--- config.mk ---
export PLATFORM = sky130hd
export DESIGN_NAME = expr_emitter_flat
export DESIGN_NICKNAME = d
export VERILOG_FILES = /design/src/rtl/expr_emitter_if.sv /design/src/rtl/expr_emitter.sv /design/src/flat_wrapper.sv
export SDC_FILE = /design/constraint.sdc
export NUM_CORES = 1
export LEC_CHECK = 0
export CORE_MARGIN = 4
export CORE_UTILIZATION = 51
export CTS_CLUSTER_SIZE = 10
export DETAILED_ROUTE_END_ITERATION = 10
export HOLD_SLACK_MARGIN = 0.12
export PLACE_DENSITY = 0.8
export REMOVE_ABC_BUFFERS = 1
export SETUP_SLACK_MARGIN = 0.3
export SLEW_MARGIN = 20
export SYNTH_ARGS = -nofsm -noshare
export SYNTH_HDL_FRONTEND = slang
export SYNTH_SLANG_ARGS = --single-unit
--- constraint.sdc ---
create_clock -name clk -period 2.1 [get_ports clk]
set_input_delay 0.42 -clock clk [delete_from_list [all_inputs] [get_ports clk]]
set_output_delay 0.42 -clock clk [all_outputs]
set_load 0.005 [all_outputs]
--- src/rtl/expr_emitter_if.sv ---
// Character stream carried from the expression emitter to a byte consumer.
//   out_char  : ASCII character presented by the emitter
//   out_valid : out_char holds a character
//   out_ready : consumer takes the character on a rising edge with out_valid
//   out_last  : presented character closes the expression
// master = emitter side, slave = consumer side.
interface expr_emitter_if;
  logic [7:0] out_char;
  logic       out_valid;
  logic       out_ready;
  logic       out_last;

  modport master (
    output out_char,
    output out_valid,
    output out_last,
    input  out_ready
  );

  modport slave (
    input  out_char,
    input  out_valid,
    input  out_last,
    output out_ready
  );
endinterface

--- src/rtl/expr_emitter.sv ---
// Serializes a packed arithmetic-expression descriptor into ASCII characters,
// one character per accepted handshake on the stream interface.
// Ports:
//   clk, clr            : clock (rising edge), asynchronous active-high reset
//   start               : emit request, only sampled while idle
//   n_terms             : number of digit terms (1..MAX_TERMS)
//   digits              : term i value at digits[4i+3:4i] (0..9)
//   ops                 : operator after term i, 0='+' 1='*'
//   paren_en            : emit one parenthesis pair
//   paren_lo, paren_hi  : term preceded by '(' / followed by ')'
//   bus                 : character stream (out_char/out_valid/out_ready/out_last)
//   busy                : descriptor accepted and not yet finished
//   done                : one-cycle pulse after the final character is taken
//   err                 : one-cycle pulse when the latched descriptor is rejected
module expr_emitter #(
  parameter int MAX_TERMS = 8,
  parameter int IW        = 4
) (
  input  logic                   clk,
  input  logic                   clr,
  input  logic                   start,
  input  logic [IW-1:0]          n_terms,
  input  logic [4*MAX_TERMS-1:0] digits,
  input  logic [MAX_TERMS-2:0]   ops,
  input  logic                   paren_en,
  input  logic [IW-1:0]          paren_lo,
  input  logic [IW-1:0]          paren_hi,
  expr_emitter_if.master         bus,
  output logic                   busy,
  output logic                   done,
  output logic                   err
);

  // Index space padded to a power of two so that a term index of IW bits
  // addresses every table entry without width adaptation.
  localparam int            DEPTH = 2**IW;
  localparam logic [IW-1:0] MAX_N = IW'(MAX_TERMS);
  localparam logic [IW-1:0] ONE   = IW'(1);

  typedef enum logic [2:0] {IDLE, VALIDATE, OPEN, DIGIT, CLOSE, OP, FIN} state_t;

  state_t state_q, state_d;

  logic [IW-1:0]          n_q;
  logic [4*MAX_TERMS-1:0] digits_q;
  logic [MAX_TERMS-2:0]   ops_q;
  logic                   pen_q;
  logic [IW-1:0]          lo_q;
  logic [IW-1:0]          hi_q;
  logic [IW-1:0]          idx_q;

  logic [3:0]       dig_arr [DEPTH];
  logic [DEPTH-1:0] ops_ext;
  logic             desc_ok;
  logic             emitting;
  logic             hs;
  logic [IW-1:0]    last_idx;
  logic [IW-1:0]    next_idx;
  logic             at_last;

  logic [7:0] char_c;
  logic       valid_c;
  logic       last_c;

  function automatic logic [7:0] op_char(input logic mul);
    return mul ? 8'h2A : 8'h2B;
  endfunction

  for (genvar g = 0; g < DEPTH; g++) begin : g_dig
    if (g < MAX_TERMS) begin : g_in
      assign dig_arr[g] = digits_q[4*g +: 4];
    end else begin : g_pad
      assign dig_arr[g] = 4'h0;
    end
  end

  assign ops_ext  = {{(DEPTH-MAX_TERMS+1){1'b0}}, ops_q};
  assign emitting = (state_q == OPEN) || (state_q == DIGIT) ||
                    (state_q == CLOSE) || (state_q == OP);
  assign hs       = emitting && bus.out_ready;
  assign last_idx = n_q - ONE;
  assign next_idx = idx_q + ONE;
  assign at_last  = (idx_q == last_idx);

  // Descriptor check on the latched copy; digits beyond n_terms are ignored.
  always_comb begin
    desc_ok = 1'b1;
    if (n_q == '0 || n_q > MAX_N) desc_ok = 1'b0;
    for (int t = 0; t < DEPTH; t++) begin
      if (IW'(t) < n_q && dig_arr[t] > 4'd9) desc_ok = 1'b0;
    end
    if (pen_q && !(lo_q <= hi_q && hi_q < n_q)) desc_ok = 1'b0;
  end

  // Descriptor capture stage: inputs are frozen at start acceptance
  always_ff @(posedge clk or posedge clr) begin
    if (clr) begin
      n_q      <= '0;
      digits_q <= '0;
      ops_q    <= '0;
      pen_q    <= 1'b0;
      lo_q     <= '0;
      hi_q     <= '0;
    end else if (state_q == IDLE && start) begin
      n_q      <= n_terms;
      digits_q <= digits;
      ops_q    <= ops;
      pen_q    <= paren_en;
      lo_q     <= paren_lo;
      hi_q     <= paren_hi;
    end
  end

  // Term index: only advances when an operator is consumed
  always_ff @(posedge clk or posedge clr) begin
    if (clr) begin
      idx_q <= '0;
    end else if (state_q == IDLE && start) begin
      idx_q <= '0;
    end else if (state_q == OP && hs) begin
      idx_q <= next_idx;
    end
  end

  always_ff @(posedge clk or posedge clr) begin
    if (clr) state_q <= IDLE;
    else     state_q <= state_d;
  end

  // Outputs decode directly from state so that clr drops them at once
  // and backpressure keeps them stable for free.
  always_comb begin
    state_d = state_q;
    char_c  = 8'h00;
    valid_c = 1'b0;
    last_c  = 1'b0;
    busy    = (state_q != IDLE);
    done    = 1'b0;
    err     = 1'b0;
    unique case (state_q)
      IDLE: begin
        if (start) state_d = VALIDATE;
      end
      VALIDATE: begin
        if (!desc_ok) begin
          err     = 1'b1;
          state_d = IDLE;
        end else if (pen_q && lo_q == '0) begin
          state_d = OPEN;
        end else begin
          state_d = DIGIT;
        end
      end
      OPEN: begin
        char_c  = 8'h28;
        valid_c = 1'b1;
        if (hs) state_d = DIGIT;
      end
      DIGIT: begin
        char_c  = 8'h30 + {4'h0, dig_arr[idx_q]};
        valid_c = 1'b1;
        // A closing paren after the last digit takes over the last flag.
        last_c  = at_last && !(pen_q && idx_q == hi_q);
        if (hs) begin
          if (pen_q && idx_q == hi_q) state_d = CLOSE;
          else if (!at_last)          state_d = OP;
          else                        state_d = FIN;
        end
      end
      CLOSE: begin
        char_c  = 8'h29;
        valid_c = 1'b1;
        last_c  = at_last;
        if (hs) state_d = at_last ? FIN : OP;
      end
      OP: begin
        char_c  = op_char(ops_ext[idx_q]);
        valid_c = 1'b1;
        if (hs) state_d = (pen_q && next_idx == lo_q) ? OPEN : DIGIT;
      end
      FIN: begin
        done    = 1'b1;
        state_d = IDLE;
      end
      default: state_d = IDLE;
    endcase
  end

  assign bus.out_char  = char_c;
  assign bus.out_valid = valid_c;
  assign bus.out_last  = last_c;

endmodule

--- src/flat_wrapper.sv ---
// flat-port wrapper written by rule: the top's interface ports become plain ports
module expr_emitter_flat 
#(
  parameter int MAX_TERMS = 8,
  parameter int IW        = 4
)
  (clk, clr, start, n_terms, digits, ops, paren_en, paren_lo, paren_hi, busy, done, err, bus_out_char, bus_out_valid, bus_out_last, bus_out_ready);
  expr_emitter_if bus_i ();
  input  logic clk;
  input  logic clr;
  input  logic start;
  input  logic [IW-1:0] n_terms;
  input  logic [4*MAX_TERMS-1:0] digits;
  input  logic [MAX_TERMS-2:0] ops;
  input  logic paren_en;
  input  logic [IW-1:0] paren_lo;
  input  logic [IW-1:0] paren_hi;
  output logic busy;
  output logic done;
  output logic err;
  output wire logic [$bits(bus_i.out_char)-1:0] bus_out_char;
  output wire logic [$bits(bus_i.out_valid)-1:0] bus_out_valid;
  output wire logic [$bits(bus_i.out_last)-1:0] bus_out_last;
  input wire logic [$bits(bus_i.out_ready)-1:0] bus_out_ready;
  assign bus_out_char = bus_i.out_char;
  assign bus_out_valid = bus_i.out_valid;
  assign bus_out_last = bus_i.out_last;
  assign bus_i.out_ready = bus_out_ready;
  expr_emitter #(.MAX_TERMS(MAX_TERMS), .IW(IW)) u_core (.clk(clk), .clr(clr), .start(start), .n_terms(n_terms), .digits(digits), .ops(ops), .paren_en(paren_en), .paren_lo(paren_lo), .paren_hi(paren_hi), .bus(bus_i), .busy(busy), .done(done), .err(err));
endmodule
; ---- Yosys cells after proc, flatten, opt, wreduce, memory -nomap -nowiden
; Cells that the tools add are included.
[classes]
mux = 35
reduce_logical = 30
n_bitwise = 1
magnitude_cmp = 21
addsub = 3
eq_ne = 14
[op_table]
columns = op, n
row1 = $gt A4 B4 Y1 const B, 9
row2 = $pmux W8 S4, 1
row3 = $mux W3, 7
row4 = $mux W1, 18
row5 = $pmux W3 S6, 1
row6 = $logic_and A1 B1 Y1, 17
row7 = $bmux W4 S4, 1
row8 = $lt A3 B4 Y1 const A, 4
row9 = $mux W4, 4
row10 = $eq A4 B4 Y1, 3
row11 = $eq A3 B3 Y1 const B, 3
row12 = $logic_not A4 Y1, 2
row13 = $lt A1 B4 Y1 const A, 2
row14 = $lt A2 B4 Y1 const A, 2
row15 = $ne A2 B1 Y1 const B, 4
row16 = $add A6 B4 Y7 const A, 1
row17 = $eq A3 B2 Y1 const B, 2
row18 = $ge A5 B5 Y1 const B, 1
row19 = $lt A4 B5 Y1 const B, 1
row20 = $not A4 Y5, 1
row21 = $reduce_and A5 Y1, 1
row22 = $add A4 B1 Y4 const B, 1
row23 = $bmux W1 S4, 1
row24 = $le A4 B4 Y1, 1
row25 = 12 further kinds, 16
[word_totals]
regBits = 59
out_inout_bits = 13

; ---- Longest topological paths before layout
; Gate-level depths: netlist (run 1).
[logic_depth]
depth_word = 14
mapped_depth = 8

; ---- Worst setup path after synthesis (run 1)
; Ideal clock, no wire load.
[synth_timing]
path_kind = register -> output
start = reg u_core.idx_q[0]
end = out bus_out_char[0]
path_slack_ns = 0.220
arrival_ns = 1.460
required_time_ns = 1.680
stages_incl_launch_ff = 7
cell_sequence = dfrtp_1 > buf_4 > buf_6 > mux4_2 > mux2i_1 > o32a_1 > nor2_1
[synth_between]
elab_chain_cells = 6
[synth_rtl]
columns = item, line_no
row1 = "start, declared", expr_emitter.sv:50  ; logic [IW-1:0] idx_q;
row2 = "start signal, assigned", expr_emitter.sv:121  ; idx_q <= next_idx;
row3 = $not A4 Y5 (not written as such), expr_emitter.sv:160  ; char_c = 8'h30 + {4'h0, dig_arr[idx_q]};
row4 = $bmux W4 S4, expr_emitter.sv:160
row5 = $mux W4 (not written as such) (2 in a row), expr_emitter.sv:160
row6 = $add A6 B4 Y7, expr_emitter.sv:160
row7 = $pmux W8 S4 (*), expr_emitter.sv:140  ; unique case (state_q)
row8 = "end, declared", flat_wrapper.sv:21  ; output wire logic [$bits(bus_i.out_char)-1:0] bus_out_char;
; Every way passes the cells marked *; elsewhere a longest branch is shown, timed or not. The select of a mux whose other input is x is not followed.

; ---- Worst setup path in the final report (run 1)
; Same ends and word-level chain as after synthesis.

==> reports/metrics.cfg, run 1 <==
[clock_tree]
ctsHoldBuffers = 0
clk_latency_ns = 0.35
cts_buffers = 9
clock_path_buffers = 2
cts.htree.levels = 3
cts_tree = yes
clock-root-buffer = clkbuf_8
cts.sinks = 59
clkTransAtPathRegs_ns = 0.07

[sta]
fin_crit_sh_pct = 119
rsz0062_at_grt = yes
setup_viol = 6
tns_ns = -1.94
maxSlewViolCount = 0
hold_viol_final = 0
fmax_mhz = 399
hold_slack_ns = 0.500
period_needed_ns = 2.50
finalClockSkew_ns = 0.00527
worst_slack_ns = -0.404

[setup_path]
path_max_fanout = 4
cp.required_ns = 1.68
worstSetupStartpointType = register
endpoint_kind = primary output
worstPathArrival_ns = 2.08
criticalPathCategory = reg -> out

[logic_synthesis]
yosys_register_bits = 59
ys_seq_area_share_pct = 44.7
synth_edf_count = 0
async_reset_ff_share_pct = 100
synth.area.top_cells = dfrtp_1, mux2_1, mux4_2
yosysUniqueCellTypes = 46
yosys-top-cells-count = dfrtp_1, mux2_1, nor2_1
yosysMostFrequentCell = dfrtp_1
synth-warning-count = 0
synth_area_per_cell_sq_um = 11.5
synthFlopType = dfrtp_1
syn_inst = 288
yosys.area.top_type = dfrtp_1
netlist_area_sq_um = 3300
yosysTopAreaCellShare_pct = 44.7

[power]
max-vdd-ir-drop_v = 0.00119
p_per_area_nw_per_um2 = 1580
leakagePower_nw = 2.35
p_total_mw = 8.47

[place]
dp.cells = 466
numPortBuffers = 66
dp_slack_ns = -0.301
hpwl_mm = 6.06
place_congestion = 0.929
dpl_cell_area_sq_um = 4370

[final_layout]
areaGrowthSynthToFinish_pct = 62.1
fillers = 312
drive_gt1_share_pct = 49.8
fin_util_pct = 84.7
stdcell_count = 509
postLayoutCellArea_sq_um = 5350
final_nets = 497
n_antenna_cell = 0

[grt]
grt_pass1_wl_mm = 14.9
antenna_found_initial = 0
gr-usage-all-layers_pct = 25.6
grt_max_degree = 60
grt.overflow.total = 0
grt_pass1_vias = 3031

[floorplan]
dieArea_sq_um = 7820
die_x_um = 88.5
core_area_sq_um = 6310
ios = 69
dieHeight_um = 88.5
rows = 29
start_util_pct = 52.3

[drt]
wirelength_mm = 12.8
drtAntennaViolNets = 0
vias = 3159
via_per_inst = 6.21
post-route-drc-count = 0
drt_pass1_iterations = 4
wl_per_cell_um = 25.1
drt_iter0_drc = 194

[worst_hold_path]
hold_path.class = in -> async

[status]
violations = negative setup slack
run_status = complete, but fails checks

[flow_run]
maxCapViolCount = 0

==> sequential cells by signal, summed over array words and instances (netlist names) <==
name	flops
u_core.ops_q	7
u_core.lo_q	4
u_core.idx_q	4
u_core.state_q	3
u_core.n_q	4
u_core.pen_q	1
u_core.hi_q	4
u_core.digits_q	32
==> critical path: stages, from the launching register on <==
cell,delay (ns)
dfrtp_1,0.39
buf_6,0.12
buf_6,0.12
mux4_2,0.55
mux2i_2,0.21
o32a_1,0.17
nor2_1,0.05
buf_2,0.12
==> path summary, 6_finish.rpt <==
kind	slack, ns	endpoint	start	depth (start not counted)
worst max-delay path	-0.40	bus_out_char[0]	u_core.idx_q[0]	7
worst min-delay path	0.50	u_core.ops_q[4]	clr	3
worst max register to register	0.12	u_core.state_q[0]	u_core.hi_q[3]	9
worst min register to register	0.51	u_core.digits_q[12]	u_core.digits_q[12]	1
max in group asynchronous	1.32	u_core.idx_q[1]	clr	3
min in group clk	0.51	u_core.digits_q[12]	u_core.digits_q[12]	1
==> cell type report <==
class / instances / area [sq um] / share of cell area, %
clock buffers: 10 / 138 / 2.57
flip-flops and latches: 59 / 1480 / 27.7
multi-input cells: 201 / 2120 / 39.6
inverters: 12 / 47.5 / 0.889
clock inverters: 5 / 30.0 / 0.561
repair buffers: 145 / 1440 / 26.9
well taps: 77 / 96.3 / 1.80
==> placed cells by master (no fill, tap or decap), drive strengths merged, types with 2 or more instances in the layout <==
| cell type | n |
|---|---|
| buf | 85 |
| dfrtp | 59 |
| clkdlybuf4s50 | 55 |
| mux2 | 44 |
| o21ai | 19 |
| nor2 | 18 |
| nand2 | 17 |
| clkbuf | 15 |
| ha | 13 |
| inv | 12 |
| mux4 | 9 |
| xor2 | 9 |
| a21oi | 8 |
| xnor2 | 7 |
| nor3 | 6 |
| mux2i | 5 |
| nand2b | 4 |
| nand4 | 3 |
| o211ai | 3 |
| clkinv | 3 |
| o221ai | 3 |
| nor2b | 3 |
| nand3 | 2 |
| nand3b | 2 |
| a31oi | 2 |
| o22ai | 2 |
| o32a | 2 |
| or3 | 2 |
| nor3b | 2 |
| conb | 2 |
| clkinvlp | 2 |
==> cell families (layout without fill, tap and decap cells) <==
kind of cell / Yosys count / count (layout) / synth area share, %
flip-flops: 59 / 59 / 44.7
AND/OR/NAND/NOR: 64 / 64 / 9.63
XOR/XNOR: 16 / 16 / 4.25
buffers and inverters: 29 / 172 / 4.44
other: 1 / 2 / 0.114
AO/OA/AOI/OAI: 48 / 48 / 9.25
adder cells (fa/ha/maj): 13 / 13 / 4.93
multiplexers: 58 / 58 / 22.7
==> power by group <==
part	switching (mW)	leakage [nW]	internal, mW
registers	0.625	0.707	1.70
clock network	0.478	0.0839	0.446
logic	2.23	1.56	2.99
total	3.33	2.35	5.13
==> per-layer routing <==
layer	wire length, um	share of wire (%)	up-vias	track usage (%)
met5	0	0	-	0
met4	670	5.2	0	15.2
met3	993	7.8	61	5.68
met2	6230	49	209	42.5
met1	4910	38	1572	30.5
li1	-	-	1317	-
==> what timing repair did <==
item	in CTS	in global routing
pin swaps	21	24
endpoints found under the hold margin	0	0
resized for setup	73	102
buffers inserted	8	13
endpoints found under the setup margin	60	64
cloned	2	5
(Power assumes the default switching activity.)
==> run 2: changes to the inputs <==
Settings changed: CORE_MARGIN 4 to default, SLEW_MARGIN 20 to 10.
==> run 2 against run 1 <==
  * The flow still finishes with violations (negative setup slack)
  * Flip-flop and latch count is the same
  * Cell count shrank 0.79%
  * Routed wire length increased by 2.2%
  * Clock skew is 0.0059 ns higher
  * Sequential power hardly changed
  * Register-to-register slack worse by 0.34 ns
  * Setup slack got worse by 0.018 ns
  * Critical path depth up 1
  * Combinational power decreased by 1%
  * Clock power grew 16%
==> reports/metrics.cfg, run 2 (synthesized netlist as in run 1, its figures left out) <==
[setup_path]
rr_startpoint = u_core.hi_q[2]
slowest_stage = dfrtp_2
crit_start = u_core.idx_q[0]
endpoint_kind = primary output
worst-path-buf-inv = 3  ; unchanged
path_depth = 8  ; +1
criticalPathCategory = reg -> out
cp.required_ns = 1.68  ; about the same
slowest_delay_ns = 0.44  ; -0.11 ns
worstPathCellList = buf_12, buf_8, xor2_1, nor3_2, a31oi_1, nor2_1, nor2_2, buf_2
critPathTopFamily = flip-flops
worstPathArrival_ns = 2.10  ; +0.02 ns
crit_end = bus_out_last
path_max_fanout = 6  ; +2
r2r-end = u_core.state_q[0]
worst-r2r-setup-slack_ns = -0.22  ; -0.34 ns
worstSetupStartpointType = register
reg2reg_depth = 9  ; unchanged

[floorplan]
dieHeight_um = 82.5  ; -6.8%
rows = 28  ; -3.4%
ios = 69  ; unchanged
die_x_um = 82.5  ; -6.8%
dieArea_sq_um = 6800  ; -13%
core_area_sq_um = 6100  ; -3.4%
start_util_pct = 54.1  ; +1.9 points

[grt]
grt_pass1_vias = 3142  ; +3.7%
grt_max_degree = 60  ; unchanged
grt_pass1_wl_mm = 15.8  ; +5.5%
antenna_found_initial = 0  ; unchanged
grt.overflow.total = 0  ; unchanged
gr-usage-all-layers_pct = 33.1  ; +7.5 points

[final_layout]
areaGrowthSynthToFinish_pct = 59.1
fillers = 289  ; -7.4%
regMostFlops = u_core.digits_q
postLayoutCellArea_sq_um = 5250  ; -1.8%
drive_gt1_share_pct = 46.7  ; -3.0 points
fin_util_pct = 86.1  ; +1.4 points
reg.largest.list = u_core.digits_q (32), u_core.ops_q (7)
largest_register_ffs = 32  ; unchanged
final_nets = 494  ; -0.60%
layout_common_cells = dfrtp_1, clkdlybuf4s50_1, buf_4, mux2_4, buf_6
final_common_cell = dfrtp_1
stdcell_count = 505  ; -0.79%
n_antenna_cell = 0  ; unchanged

[clock_tree]
clkTransAtPathRegs_ns = 0.07  ; about the same
cts_buffers = 9  ; unchanged
cts_tree = yes
cts.sinks = 59  ; unchanged
ctsHoldBuffers = 0  ; unchanged
clock-root-buffer = clkbuf_8
clock_path_buffers = 2  ; unchanged
cts.htree.levels = 3  ; unchanged
clk_latency_ns = 0.36  ; about the same

[place]
dp.cells = 459  ; -1.5%
hpwl_mm = 6.13  ; +1.1%
dpl_cell_area_sq_um = 4350  ; -0.34%
numPortBuffers = 66  ; unchanged
dp_slack_ns = -0.328  ; -0.0272 ns
place_congestion = 0.919  ; -1.1%

[sta]
hold_viol_final = 0  ; unchanged
maxSlewViolCount = 0  ; unchanged
finalClockSkew_ns = 0.0112  ; +0.00593 ns
hold_slack_ns = 0.441  ; -0.0590 ns
fin_crit_sh_pct = 120  ; +0.83 points
worstMarginPinSlew_ns = 0.546
slew-limit-headroom_pct = 63.1
period_needed_ns = 2.52  ; +0.0175 ns
worst_slack_ns = -0.421  ; -0.0175 ns
tns_ns = -2.39  ; -0.450 ns
setup_viol = 8  ; +2
rsz0062_at_grt = yes
fmax_mhz = 397  ; -0.69%

[drt]
wirelength_mm = 13.1  ; +2.2%
vias = 3312  ; +4.8%
drtAntennaViolNets = 0  ; unchanged
drt_pass1_iterations = 6  ; +2
via_per_inst = 6.56  ; +5.7%
post-route-drc-count = 0  ; unchanged
drt_iter0_drc = 338  ; +74%
wl_per_cell_um = 25.9  ; +3.0%

[power]
p_per_area_nw_per_um2 = 1630  ; +2.9%
p_total_mw = 8.55  ; +1.0%
leakagePower_nw = 2.32  ; -1.4%
max-vdd-ir-drop_v = 0.00111  ; -6.4%

[status]
violations = negative setup slack
run_status = complete, but fails checks

[worst_hold_path]
hold_path.class = in -> async

[flow_run]
maxCapViolCount = 0  ; unchanged

==> run 2: metal layers <==
metal  routed length (um)  global-route usage (%)  vias to the layer above
met4                  910                    19.5                        0
met3                 1280                    9.78                       95
met1                 4790                    39.2                     1640
li1                     -                       -                     1311
met2                 6100                    53.1                      266
met5                    0                       0                        -
==> run 2: worst min path at each step <==
stage / from / depth (start not counted) / end
after floorplan: u_core.digits_q[24] / 1 / u_core.digits_q[24]
after global placement: u_core.ops_q[4] / 1 / u_core.ops_q[4]
after detailed placement: u_core.ops_q[5] / 1 / u_core.ops_q[5]
after CTS: clr / 3 / u_core.digits_q[29]
after global routing: clr / 3 / u_core.lo_q[1]
final: clr / 3 / u_core.lo_q[1]
==> run 2: worst reg2reg max path, stage by stage (launching register included) <==
cell       delay (ns)
dfrtp_1          0.43
ha_1             0.34
o211ai_1         0.30
a2bb2oi_2        0.18
nand4b_1         0.17
buf_4            0.18
buf_4            0.12
buf_6            0.11
a211o_1          0.23
a31oi_1          0.17
==> run 2: report_power, final <==
group | switching [mW] | internal, mW | total [mW]
Clock | 0.498 | 0.574 | 1.07
Combinational | 2.28 | 2.87 | 5.15
Sequential | 0.636 | 1.70 | 2.33
Total | 3.42 | 5.14 | 8.55
==> run 2: repair_timing <==
item	CTS	global route
buffers inserted	16	12
cloned	0	2
setup endpoints to repair	18	14
gates resized for setup	92	75
pin swaps	30	21
==> run 2: final cells by class <==
cell class | count | area [sq um] | share of cell area, %
well taps | 75 | 93.8 | 1.79
inverters | 12 | 45.0 | 0.858
flip-flops and latches | 59 | 1480 | 28.2
repair buffers | 142 | 1360 | 25.9
clock buffers | 11 | 141 | 2.69
multi-input cells | 201 | 2080 | 39.6
clock inverters | 5 | 52.6 | 1.00
==> run 3: changes to the inputs <==
Settings changed: CORE_UTILIZATION 51 to 53, CTS_BUF_LIST from default to sky130_fd_sc_hd__clkbuf_4, HOLD_SLACK_MARGIN 0.12 to 0.1, PLACE_DENSITY 0.8 to 0.82.
==> run 3 against run 2 <==
  * The flow now stops in 5_1_grt
  * Area after synthesis did not move
  * Synthesized cell count unchanged
==> reports/metrics.cfg, run 3 <==
[status]
run_status = did not finish
haltStage = 5_1_grt
error = [ERROR GRT-0232] Routing congestion too high. Check the congestion heatmap in the GUI.

[logic_synthesis]
synth-warning-count = 0  ; unchanged
async_reset_ff_share_pct = 100  ; unchanged
yosys-top-cells-count = dfrtp_1, mux2_1, nor2_1
yosysUniqueCellTypes = 46  ; unchanged
yosys.area.top_type = dfrtp_1
yosys_register_bits = 59  ; unchanged
yosysMostFrequentCell = dfrtp_1
synth.area.top_cells = dfrtp_1, mux2_1, mux4_2
syn_inst = 288  ; unchanged
synth_edf_count = 0  ; unchanged
netlist_area_sq_um = 3300  ; unchanged
synth_area_per_cell_sq_um = 11.5  ; unchanged
ys_seq_area_share_pct = 44.7  ; unchanged
synthFlopType = dfrtp_1
yosysTopAreaCellShare_pct = 44.7  ; unchanged

[clock_tree]
clock-root-buffer = clkbuf_4
cts.htree.levels = 3  ; unchanged
cts_buffers = 9  ; unchanged
ctsHoldBuffers = 0  ; unchanged
cts.sinks = 59  ; unchanged
clock_path_buffers = 2  ; unchanged

[sta]
endpoint_type = top-level output
worst_endpoint = bus_out_char[0]

[grt]
grt_max_degree = 60
gr-usage-all-layers_pct = 86.8
grt.overflow.total = 212

[floorplan]
dieHeight_um = 80.9  ; -1.9%
rows = 28  ; unchanged
die_x_um = 80.9  ; -1.9%
ios = 69  ; unchanged
start_util_pct = 55.4  ; +1.3 points

[place]
dp.cells = 462  ; +0.65%
dp_slack_ns = -0.322  ; +0.00665 ns
numPortBuffers = 66  ; unchanged
place_congestion = 0.858  ; -6.6%
dpl_cell_area_sq_um = 4360  ; +0.23%
hpwl_mm = 5.81  ; -5.2%

## run 3: per-stage QoR
step / util, % / hold slack, ns / TNS [ns]
2_1_floorplan: - / 0.453 / -28.41
3_3_place_gp: 73.3 / 0.466 / -1.51
3_5_place_dp: 73.3 / 0.474 / -1.67
4_1_cts: 87.5 / 0.379 / -2.36
## run 3: kinds of logic after synthesis
kind of cell               count (synthesis)  synth area share [%]
other                                      1                 0.114
adders and majority gates                 13                  4.93
xor gates and xnor gates                  16                  4.25
buffers and inverters                     29                  4.44
muxes                                     58                  22.7
DFF                                       59                  44.7
AOI/OAI and AO/OA                         48                  9.25
and+or+nand+nor                           64                  9.63
## run 3: layer usage
layer	overflow	global-route usage, %
met1	3	82.6
met2	125	106
met3	0	66.7
met4	84	105
met5	0	11.7
## run 3: what timing repair did
item                                    in CTS
setup buffers                               33
hold endpoints to repair                     0
endpoints found under the setup margin      32
cloned                                       3
resized for setup                          151
pin swaps                                   24
==> run 4: changes to the inputs <==
Settings changed: CORE_UTILIZATION 53 to 38, CTS_BUF_LIST sky130_fd_sc_hd__clkbuf_4 to default, CTS_CLUSTER_SIZE 10 to default, HOLD_SLACK_MARGIN 0.1 to default, PLACE_DENSITY 0.82 to default, PLACE_DENSITY_LB_ADDON from default to 0.15, SETUP_SLACK_MARGIN 0.3 to default.
==> run 4 against run 3 <==
  * The flow now finishes, with violations (negative setup slack)
==> reports/metrics.cfg, run 4 (synthesized netlist as in run 1, its figures left out) <==
[status]
run_status = complete, but fails checks
violations = negative setup slack

[clock_tree]
clock_path_buffers = 2  ; unchanged
clock-root-buffer = clkbuf_8
cts.sinks = 59  ; unchanged
clk_latency_ns = 0.34
clkTransAtPathRegs_ns = 0.07
cts_buffers = 9  ; unchanged
cts_tree = yes
cts.htree.levels = 3  ; unchanged
ctsHoldBuffers = 0  ; unchanged

[worst_hold_path]
hold_path.class = in -> async

[place]
numPortBuffers = 66  ; unchanged
dpl_cell_area_sq_um = 4450  ; +2.0%
hpwl_mm = 5.96  ; +2.6%
place_congestion = 0.902  ; +5.1%

[power]
leakagePower_nw = 2.09
max-vdd-ir-drop_v = 0.000571
p_total_mw = 6.61
p_per_area_nw_per_um2 = 1380

[setup_path]
worstSetupStartpointType = register
worst-r2r-setup-slack_ns = 0.13
critPathTopFamily = flip-flops
cp.required_ns = 1.68
path_max_fanout = 6
criticalPathCategory = reg -> out
worstPathCellList = buf_12, mux4_2, mux2i_2, or3_1, a21oi_1, buf_2
slowest_delay_ns = 0.45
endpoint_kind = primary output
slowest_stage = dfrtp_2
worstPathArrival_ns = 1.93
worst-path-buf-inv = 2

[drt]
vias = 2641
routed-wl-met3_um = 350
wirelength_mm = 8.07
drt_iter0_drc = 105
drt_pass1_iterations = 4
dr_wl_met2_mm = 3.92
via_per_inst = 5.07
post-route-drc-count = 0
wl_met1_mm = 3.58
maxUsedRoutingLayer = met4
wl_per_cell_um = 15.5
drtAntennaViolNets = 0

[grt]
antenna_found_initial = 0
grt_max_degree = 60
gr-usage-all-layers_pct = 20.3
grt_pass1_vias = 2781
grt_pass1_wl_mm = 13.7
grt.overflow.total = 0

[floorplan]
rows = 33  ; +18%
dieArea_sq_um = 9060
die_x_um = 95.2  ; +18%
ios = 69  ; unchanged
core_area_sq_um = 8300
dieHeight_um = 95.2  ; +18%
start_util_pct = 39.8  ; -16 points

[final_layout]
regMostFlops = u_core.digits_q
drive_gt1_share_pct = 28.6
final_common_cell = dfrtp_1
areaGrowthSynthToFinish_pct = 44.6
largest_register_ffs = 32
n_antenna_cell = 0
reg.largest.list = u_core.digits_q (32), u_core.ops_q (7)
multi_input_area_sq_um = 1760
register_area_sq_um = 1480
postLayoutCellArea_sq_um = 4770
final_nets = 481
fillers = 721
layout_common_cells = dfrtp_1, clkdlybuf4s50_1, buf_4, mux2_1, nand2_1

[sta]
fin_crit_sh_pct = 112
rsz0062_at_grt = yes
maxSlewViolCount = 0
finalClockSkew_ns = 0.00804
hold_slack_ns = 0.454
setup_viol = 6
period_needed_ns = 2.35
worst_slack_ns = -0.248
fmax_mhz = 426
hold_viol_final = 0

[flow_run]
maxCapViolCount = 0

==> run 4: what timing repair did <==
action,CTS,global route
pin swaps,21,14
resized for setup,50,18
endpoints found under the hold margin,0,0
buffers inserted,13,2
setup endpoints to repair,10,12
==> run 4: worst reg2reg max path: stages (launching register included) <==
cell	delay, ns
dfrtp_1	0.42
inv_2	0.06
ha_1	0.31
nand4_1	0.13
nand2_1	0.12
a21oi_2	0.04
nand4b_1	0.23
buf_4	0.18
a211o_1	0.26
a31oi_1	0.16
==> run 4: report_power, final <==
part / leakage [nW] / switching, mW / internal [mW]
registers: 0.710 / 0.459 / 1.69
clock network: 0.0953 / 0.434 / 0.515
logic: 1.29 / 1.50 / 2.01
total: 2.09 / 2.39 / 4.22
==> run 4: path summary, 6_finish.rpt <==
kind                                           from                  end  cells past startpoint
worst max-delay path                u_core.idx_q[0]      bus_out_char[1]                      6
worst min-delay path                            clr  u_core.digits_q[25]                      3
worst min register to register  u_core.digits_q[24]  u_core.digits_q[24]                      1
min in group clk                u_core.digits_q[24]  u_core.digits_q[24]                      1
max in group asynchronous                       clr   u_core.digits_q[2]                      3
worst max register to register       u_core.hi_q[2]    u_core.state_q[0]                      9
==> run 4: area by class of cell <==
cell class / count / share of cell area (%)
multi-input combinational: 201 / 36.9
timing repair buffer: 129 / 24.7
inverter: 12 / 0.944
tap: 105 / 2.75
clock buffer: 13 / 3.54
sequential: 59 / 31.0
clock inverter: 2 / 0.210
==> run 4: metrics by stage <==
step | instances | TNS [ns] | util [%] | worst slack [ns]
after floorplan | 272 | -28.41 | - | -0.630
after global placement | 497 | -1.41 | 53.6 | -0.323
final | 521 | -1.27 | 57.5 | -0.248
after detailed placement | 497 | -1.47 | 53.6 | -0.298
after CTS | 525 | -1.80 | 57.5 | -0.301
after global routing | 521 | -1.89 | 57.5 | -0.369
==> run 4: metal layers <==
| layer | vias to the layer above | GRT usage (%) |
|---|---|---|
| li1 | 1286 | - |
| met1 | 1275 | 26.2 |
| met2 | 63 | 32.7 |
| met3 | 17 | 4.15 |
| met4 | 0 | 9.22 |
| met5 | - | 0 |
